File: src/rtl/coded_conv_pkg.sv
// coded_conv_pkg: mode encodings and gray/binary helpers shared by the coded converter.
package coded_conv_pkg;
   localparam logic [1:0] MODE_ID  = 2'b00;
   localparam logic [1:0] MODE_B2G = 2'b01;
   localparam logic [1:0] MODE_G2B = 2'b10;
   localparam int MAX_W = 16;

   // Operands are zero-extended to MAX_W, which leaves both conversions unchanged for narrower codes.
   function automatic logic [MAX_W-1:0] bin2gray(input logic [MAX_W-1:0] b);
      return b ^ (b >> 1);
   endfunction

   function automatic logic [MAX_W-1:0] gray2bin(input logic [MAX_W-1:0] g);
      logic [MAX_W-1:0] r;
      r = g;
      for (int i = MAX_W - 2; i >= 0; i--) r[i] = g[i] ^ r[i+1];
      return r;
   endfunction
endpackage

File: src/rtl/code_mode_converter.sv
// code_mode_converter: combinational code remap (identity / bin->gray / gray->bin) selected per word.
module code_mode_converter
   import coded_conv_pkg::*;
#(
   parameter int SEL_W = 4
) (
   input  logic [SEL_W-1:0] i_code,
   input  logic [1:0]       i_mode,
   output logic [SEL_W-1:0] o_code
);
   logic [MAX_W-1:0] w_ext;
   assign w_ext  = MAX_W'(i_code);
   assign o_code = (i_mode == MODE_B2G) ? SEL_W'(bin2gray(w_ext)) :
                   (i_mode == MODE_G2B) ? SEL_W'(gray2bin(w_ext)) : i_code;
endmodule

File: src/rtl/pipelined_coded_converter.sv
// pipelined_coded_converter: one-hot -> priority code -> mode convert -> one-hot, two-stage valid/ready pipeline
// with invalid-input flag and delivered/error word counters.
module pipelined_coded_converter
   import coded_conv_pkg::*;
#(
   parameter int SEL_W  = 4,
   parameter bit STRICT = 1,
   parameter int CNT_W  = 8
) (
   input  logic                clk,
   input  logic                rst_n,
   input  logic [2**SEL_W-1:0] inencoder,
   input  logic [1:0]          mode,
   input  logic                in_valid,
   output logic                in_ready,
   output logic [2**SEL_W-1:0] outdecoder,
   output logic                out_err,
   output logic                out_valid,
   input  logic                out_ready,
   input  logic                clr_cnt,
   output logic [CNT_W-1:0]    err_cnt,
   output logic [CNT_W-1:0]    word_cnt
);
   localparam int W = 2**SEL_W;

   logic             r_s1_v, r_s1_err, r_s2_v, r_s2_err;
   logic [SEL_W-1:0] r_s1_code;
   logic [1:0]       r_s1_mode;
   logic [W-1:0]     r_s2_dec;
   logic [CNT_W-1:0] r_err_cnt, r_word_cnt;
   logic [SEL_W-1:0] w_code, w_conv;
   logic [W-1:0]     w_dec;
   logic             w_err, w_s1_load, w_s2_load, w_acc, w_xfer;

   always_comb begin
      w_code = '0;
      for (int i = 0; i < W; i++) if (inencoder[i]) w_code = SEL_W'(i);
   end

   assign w_err     = $countones(inencoder) != 1;
   assign w_s2_load = !r_s2_v || out_ready;
   assign w_s1_load = !r_s1_v || w_s2_load;
   // Gated by rst_n so the block advertises no space while reset is held.
   assign in_ready  = rst_n && w_s1_load;
   assign w_acc     = in_valid && in_ready;
   assign w_xfer    = r_s2_v && out_ready;

   code_mode_converter #(.SEL_W(SEL_W)) u_conv (
      .i_code (r_s1_code),
      .i_mode (r_s1_mode),
      .o_code (w_conv)
   );

   assign w_dec = (STRICT && r_s1_err) ? '0 : W'(1) << w_conv;

   always_ff @(posedge clk or negedge rst_n) begin
      if (!rst_n) begin
         r_s1_v    <= 1'b0;
         r_s1_err  <= 1'b0;
         r_s1_code <= '0;
         r_s1_mode <= '0;
         r_s2_v    <= 1'b0;
         r_s2_err  <= 1'b0;
         r_s2_dec  <= '0;
      end else begin
         if (w_s1_load) begin
            r_s1_v    <= w_acc;
            r_s1_err  <= w_err;
            r_s1_code <= w_code;
            r_s1_mode <= mode;
         end
         if (w_s2_load) begin
            r_s2_v   <= r_s1_v;
            r_s2_err <= r_s1_err;
            r_s2_dec <= w_dec;
         end
      end
   end

   always_ff @(posedge clk or negedge rst_n) begin
      if (!rst_n) begin
         r_err_cnt  <= '0;
         r_word_cnt <= '0;
      end else if (clr_cnt) begin
         r_err_cnt  <= '0;
         r_word_cnt <= '0;
      end else if (w_xfer) begin
         r_word_cnt <= r_word_cnt + 1'b1;
         if (r_s2_err && r_err_cnt != '1) r_err_cnt <= r_err_cnt + 1'b1;
      end
   end

   assign outdecoder = r_s2_dec;
   assign out_err    = r_s2_err;
   assign out_valid  = r_s2_v;
   assign err_cnt    = r_err_cnt;
   assign word_cnt   = r_word_cnt;
endmodule

File: config.mk
export PLATFORM = sky130hd
export DESIGN_NAME = pipelined_coded_converter
export DESIGN_NICKNAME = d
export VERILOG_FILES = /design/src/rtl/coded_conv_pkg.sv /design/src/rtl/code_mode_converter.sv /design/src/rtl/pipelined_coded_converter.sv
export SDC_FILE = /design/constraint.sdc
export NUM_CORES = 1
export LEC_CHECK = 0
export CORE_UTILIZATION = 40
export CTS_CLUSTER_SIZE = 16
export DETAILED_ROUTE_END_ITERATION = 16
export HOLD_SLACK_MARGIN = 0.12
export PLACE_DENSITY_LB_ADDON = 0.12
export SLEW_MARGIN = 20
export SYNTH_ARGS = -nofsm -noshare
export SYNTH_HDL_FRONTEND = slang
export SYNTH_SLANG_ARGS = --single-unit
File: constraint.sdc
create_clock -name clk -period 2 [get_ports clk]
set_input_delay 0.3 -clock clk [delete_from_list [all_inputs] [get_ports clk]]
set_output_delay 0.3 -clock clk [all_outputs]
set_load 0.1 [all_outputs]
---- Yosys cells after proc, flatten, opt, wreduce, memory -nomap -nowiden ----
Index checks and enable logic that the tools add are counted.
storage, ports and cells
  input bits .............................. 23
  word-level logic and storage cells ...... 69
  output and inout bits ................... 35
  flip-flop bits (word level) ............. 42
operators by class
  equal/unequal tests ..................... 4
  add/sub/neg operators ................... 17
  shift-type cells ........................ 1
  bitwise operators ....................... 4
  reductions and logical operators ........ 11
  muxes and demuxes ....................... 23
operators with widths
  kind                                                                count
  4-bit two-way mux                                                   12
  8-bit two-way mux                                                   5
  1-bit by 1-bit adder with 2-bit output                              8
  8-bit by 1-bit adder with 8-bit output, second input constant       2
  16-bit two-way mux                                                  1
  1-bit by 4-bit left shift with 16-bit output, first input constant  1
  2-bit by 2-bit adder with 3-bit output                              4
  3-bit by 3-bit adder with 4-bit output                              2
  8-bit != test, second input constant                                1
  3-bit two-way mux                                                   2
  4-bit by 4-bit adder with 5-bit output                              1
  5-bit by 1-bit != test with 1-bit output, second input constant     1
  1-bit logical AND                                                   4
  2-bit two-way mux                                                   2
  2-bit nonzero test                                                  2
  4-bit by 3-bit XOR with 4-bit output                                1
  1-bit XOR                                                           3
  2-bit by 1-bit == test with 1-bit output, second input constant     1
  2-bit == test, second input constant                                1
  1-bit logical NOT                                                   2
  1-bit logical OR                                                    2
  2-bit AND reduction                                                 1
  1-bit two-way mux                                                   1

---- Longest topological paths before layout ----
Gate-level depths: netlist of run 1.
  depth in word-level cells ............... 15
  mapped depth ............................ 13
  depth with buffers taken out ............ 13

---- Modules after synthesis ----
From an unflattened synthesis of run 1, not the netlist that was laid out.
unflattened totals
  cells, all modules ...................... 241
  area total of the unflattened synthesis .. 2534.9 µm²
by module, submodules not included
  module                     instances  cells each  seq. area each (µm²)  area each (µm²)
  pipelined_coded_converter  1          227         1051.0                2434.8
  code_mode_converter        1          14          0.0                   100.1

---- Least setup slack after synthesis of run 1 ----
OpenSTA, ideal clock, no wires.
  path type ............................... input to register
  start point ............................. in inencoder[5]
  end point ............................... reg r_s1_err
  arrival time ............................ 3402 ps
  stages on the path ...................... 12
  buffers on the path ..................... 0
  slack ................................... -1542 ps
  library setup time ...................... 140 ps
  required time ........................... 1860 ps
  path through ............................ inv_1 -> fa_1 -> inv_1 -> fa_1 -> fa_1 -> inv_1 -> fa_1 -> inv_1 -> ha_1 -> fa_1 -> nor4b_1 -> a31oi_1
between the ends
  longest elaborated chain between the ends .. 5
ends and longest elaborated chain
  what                                                          RTL line                         source
  start: declaration                                            pipelined_coded_converter.sv:12  input logic [2**SEL_W-1:0] inencoder,
  1-bit by 1-bit adder with 2-bit output (not written as such)  pipelined_coded_converter.sv:40  assign w_err = $countones(inencoder) != 1;
  2-bit by 2-bit adder with 3-bit output (not written as such)  pipelined_coded_converter.sv:40
  3-bit by 3-bit adder with 4-bit output (not written as such)  pipelined_coded_converter.sv:40
  4-bit by 4-bit adder with 5-bit output (not written as such)  pipelined_coded_converter.sv:40
  5-bit by 1-bit != test with 1-bit output                      pipelined_coded_converter.sv:40
  end signal: assignment                                        pipelined_coded_converter.sv:68  r_s1_err <= w_err;
  end: declaration                                              pipelined_coded_converter.sv:26  logic r_s1_v, r_s1_err, r_s2_v, r_s2_err;
Every way passes these cells.
A chain may end at the register's enable or synchronous reset.

---- Worst setup path in the final report of run 1 ----
  start point ............................. in inencoder[13]
  end point ............................... reg r_s1_err
Same word-level chain as after synthesis.

==> flow_metrics.py, run 1 <==
metrics = {
    "global_route": {
        "met2_usage_pct": 34.2,
        "grt_usage_pct": 19.7,
        "antenna_found_initial": 0,
        "grt.met3_usage_pct": 2.92,
        "grt-ovfl-total": 0,
        "grt.busiest_layer": "met2",
        "grt_util_met1_pct": 25.0,
        "grt_start_max_net_pins": 44,
        "grt_pass1_wl_mm": 9.95,
        "grt_pass1_vias": 2196,
    },
    "worst_setup_path": {
        "worstPathArrival_ns": 3.51,
        "start_kind": "input port",
        "crit_required_ns": 2.17,
        "path_max_fanout": 2,
        "setup.worst_path.class": "input port to flop",
        "cp-end-kind": "flop",
    },
    "finish": {
        "layout_commonest_cell": "buf_4",
        "drive_gt1_share_pct": 36.3,
        "final_nets": 386,
        "fin_cells": 422,
        "stdcell_area_um2": 3480,
        "area_growth_pct": 40.4,
        "mostFrequentLayoutCells": "73 x buf_4, 33 x dfrtp_1, 26 x nor2_1",
        "antenna_cells": 0,
    },
    "sta": {
        "setup_violations": 2,
        "rsz0062_at_grt": "yes",
        "fin_worst_skew_ns": 0.00718,
        "hold_violations": 0,
        "fin_tns_setup_ns": -2.49,
        "fin_crit_ns": 3.34,
        "worst_slew_pin_slew_ns": 0.639,
        "fin_crit_sh_pct": 167,
        "relSlewSlack_pct": 57.3,
        "slew_violations": 0,
        "fmax_mhz": 300,
        "finalWorstSetupSlack_ns": -1.34,
    },
    "route": {
        "drt_wl_total_mm": 5.66,
        "vias": 2086,
        "wl_per_cell_um": 13.4,
        "via_per_inst": 4.94,
        "final_antenna_net_count": 0,
        "drt_iter0_markers": 51,
        "drc": 0,
        "dr.pass1.iters": 4,
    },
    "clocking": {
        "clk_pin_slew_ns": 0.08,
        "ctsHoldBuffers": 0,
        "clock_latency_ns": 0.29,
        "cts_tree": "done",
        "cts-root-buf": "clkbuf_8",
        "cts_sinks": 42,
        "h-tree-depth": 2,
        "cts_made_buffers": 5,
        "clk_path_buf_depth": 2,
    },
    "placement": {
        "port_buffers": 57,
        "place_inst": 392,
        "dpl.hpwl_mm": 4.07,
        "place_area_um2": 3200,
        "gp_congestion": 0.799,
    },
    "floorplan": {
        "die_w_um": 80.7,
        "rows": 28,
        "start_util_pct": 41.6,
        "ioPinCount": 58,
        "die_area_um2": 6520,
        "die_h_um": 80.7,
        "core_um2": 5960,
    },
    "logic_synthesis": {
        "synth_seq_cells": 42,
        "syn_inst": 244,
        "synth-edff-count": 0,
        "yosysSeqAreaShare_pct": 42.4,
        "yosys.area_share.adder_pct": 11.6,
        "yosys.area_share.simple_pct": 17.0,
        "synth_mux_area_share_pct": 2.32,
        "async_flop_share_pct": 100,
        "synth_flop_cell": "dfrtp_1",
        "synth_compound_gate_area_share_pct": 13.3,
        "synth-xor-area-share_pct": 6.21,
        "ys_types": 50,
        "yosys_warnings": 0,
        "synth_area_um2": 2480,
        "synth_fp_nets": 284,
        "synth_top_family_by_area": "simple AND/OR/NAND/NOR gates",
        "avgSynthCellArea_um2": 10.2,
    },
    "pwr": {
        "leakage_nw": 1.66,
        "clkPwrFrac_pct": 23.1,
        "p_int_mw": 1.48,
        "sw_frac_of_total_pct": 34.7,
        "seqPwrFrac_pct": 40.4,
        "power.density_nw_per_um2": 653,
        "ir_worst_vdd_uv": 344,
        "p_comb_share_pct": 36.4,
        "p_switching_uw": 788,
        "p_total_mw": 2.27,
    },
    "outcome": {
        "outcome": "finished, violations left",
        "violations": "setup timing",
    },
    "flow_run": {
        "drv_cap": 0,
    },
    "worst_hold_path": {
        "hp-class": "input port to async pin",
    },
}
## state kept, by name, summed over array words and instances, names as in the netlist
signal / flops
out_valid: 1
r_s1_v: 1
err_cnt: 8
r_s1_mode: 2
r_s1_err: 1
r_s1_code: 4
out_err: 1
outdecoder: 16
word_cnt: 8
## power groups by stage
| stage | sequential, mW | clock, mW | combinational, mW |
|---|---|---|---|
| final | 0.919 | 0.525 | 0.828 |
| after global placement | 0.935 | 0 | 0.779 |
| after detailed placement | 0.936 | 0 | 0.794 |
| after global routing | 0.926 | 0.587 | 0.945 |
| after floorplan | 1.04 | 0 | 0.429 |
| after CTS | 0.919 | 0.550 | 0.830 |
## synthesized netlist by cell type (4+ instances only)
master | n | area (um^2)
a21oi_1 | 8 | 40.0
a22o_1 | 12 | 105
a31oi_1 | 4 | 25.0
dfrtp_1 | 42 | 1050
fa_1 | 10 | 200
ha_1 | 7 | 87.6
inv_1 | 27 | 101
nand2_1 | 18 | 67.6
nand3_1 | 8 | 40.0
nand4_1 | 5 | 31.3
nor2_1 | 26 | 97.6
nor4_1 | 5 | 31.3
o21ai_0 | 6 | 30.0
xnor2_1 | 4 | 35.0
xor2_1 | 9 | 78.8
## metrics by stage
stage | util, % | hold WS, ns | setup slack [ns]
after floorplan | - | 0.00441 | -1.53
after CTS | 57.7 | 0.136 | -1.43
final | 58.5 | 0.117 | -1.34
after global routing | 58.5 | 0.174 | -1.49
after global placement | 53.8 | 0.455 | -2.04
after detailed placement | 53.8 | 0.466 | -2.11
## worst max-delay path, cell delays in order
cell and delay (ns):
buf_8 0.10, fa_1 0.53, inv_1 0.05, fa_1 0.49, inv_2 0.04, fa_1 0.49
inv_1 0.05, fa_1 0.47, inv_1 0.04, ha_2 0.17, fa_1 0.44, nor4b_2 0.22
a31oi_1 0.10
## routing by layer
metal  up-vias  part of all wire, %
met2        46                   49
met5         -                    0
li1       1046                    -
met3        10                  3.7
met4         0                  1.5
met1       984                   46
## path summary, 6_finish.rpt
check | from | endpoint | slack (ns) | cells after the start
worst max-delay path | inencoder[13] | r_s1_err | -1.34 | 13
worst min-delay path | rst_n | word_cnt[6] | 0.12 | 2
worst max register to register | r_s1_code[1] | outdecoder[10] | 0.27 | 5
worst min register to register | r_s1_v | out_valid | 0.48 | 1
max in group asynchronous | rst_n | out_err | 1.47 | 2
min in group clk | inencoder[9] | r_s1_code[0] | 0.38 | 4
## cell families after synthesis
| logic type | count (synthesis) |
|---|---|
| xor gates and xnor gates | 15 |
| AOI/OAI and AO/OA | 44 |
| adders and majority gates | 17 |
| DFF | 42 |
| and+or+nand+nor | 83 |
| buffers and inverters | 38 |
| muxes | 5 |
## area by class of cell
cell class,instances,area (um^2)
Multi-Input combinational cell,164,1260
Sequential cell,42,1060
Timing Repair Buffer,105,873
Fill cell,537,2470
Clock buffer,6,72.6
Inverter,28,108
Clock inverter,2,10.0
Tap cell,75,93.8
## timing repair
action | CTS | global route
setup buffers | 23 | 0
pin swaps | 10 | 7
setup endpoints to repair | 1 | 2
resized for setup | 35 | 15
Note: power is estimated with default switching activity, not from simulation.
==> run 2: changes to the inputs <==
Settings changed: ABC_CLOCK_PERIOD_IN_PS set to 2000, CTS_CLUSTER_SIZE 16 to unset.
==> results of run 2 <==
Same layout as run 1: the final DEF is identical, and so are final timing and power.
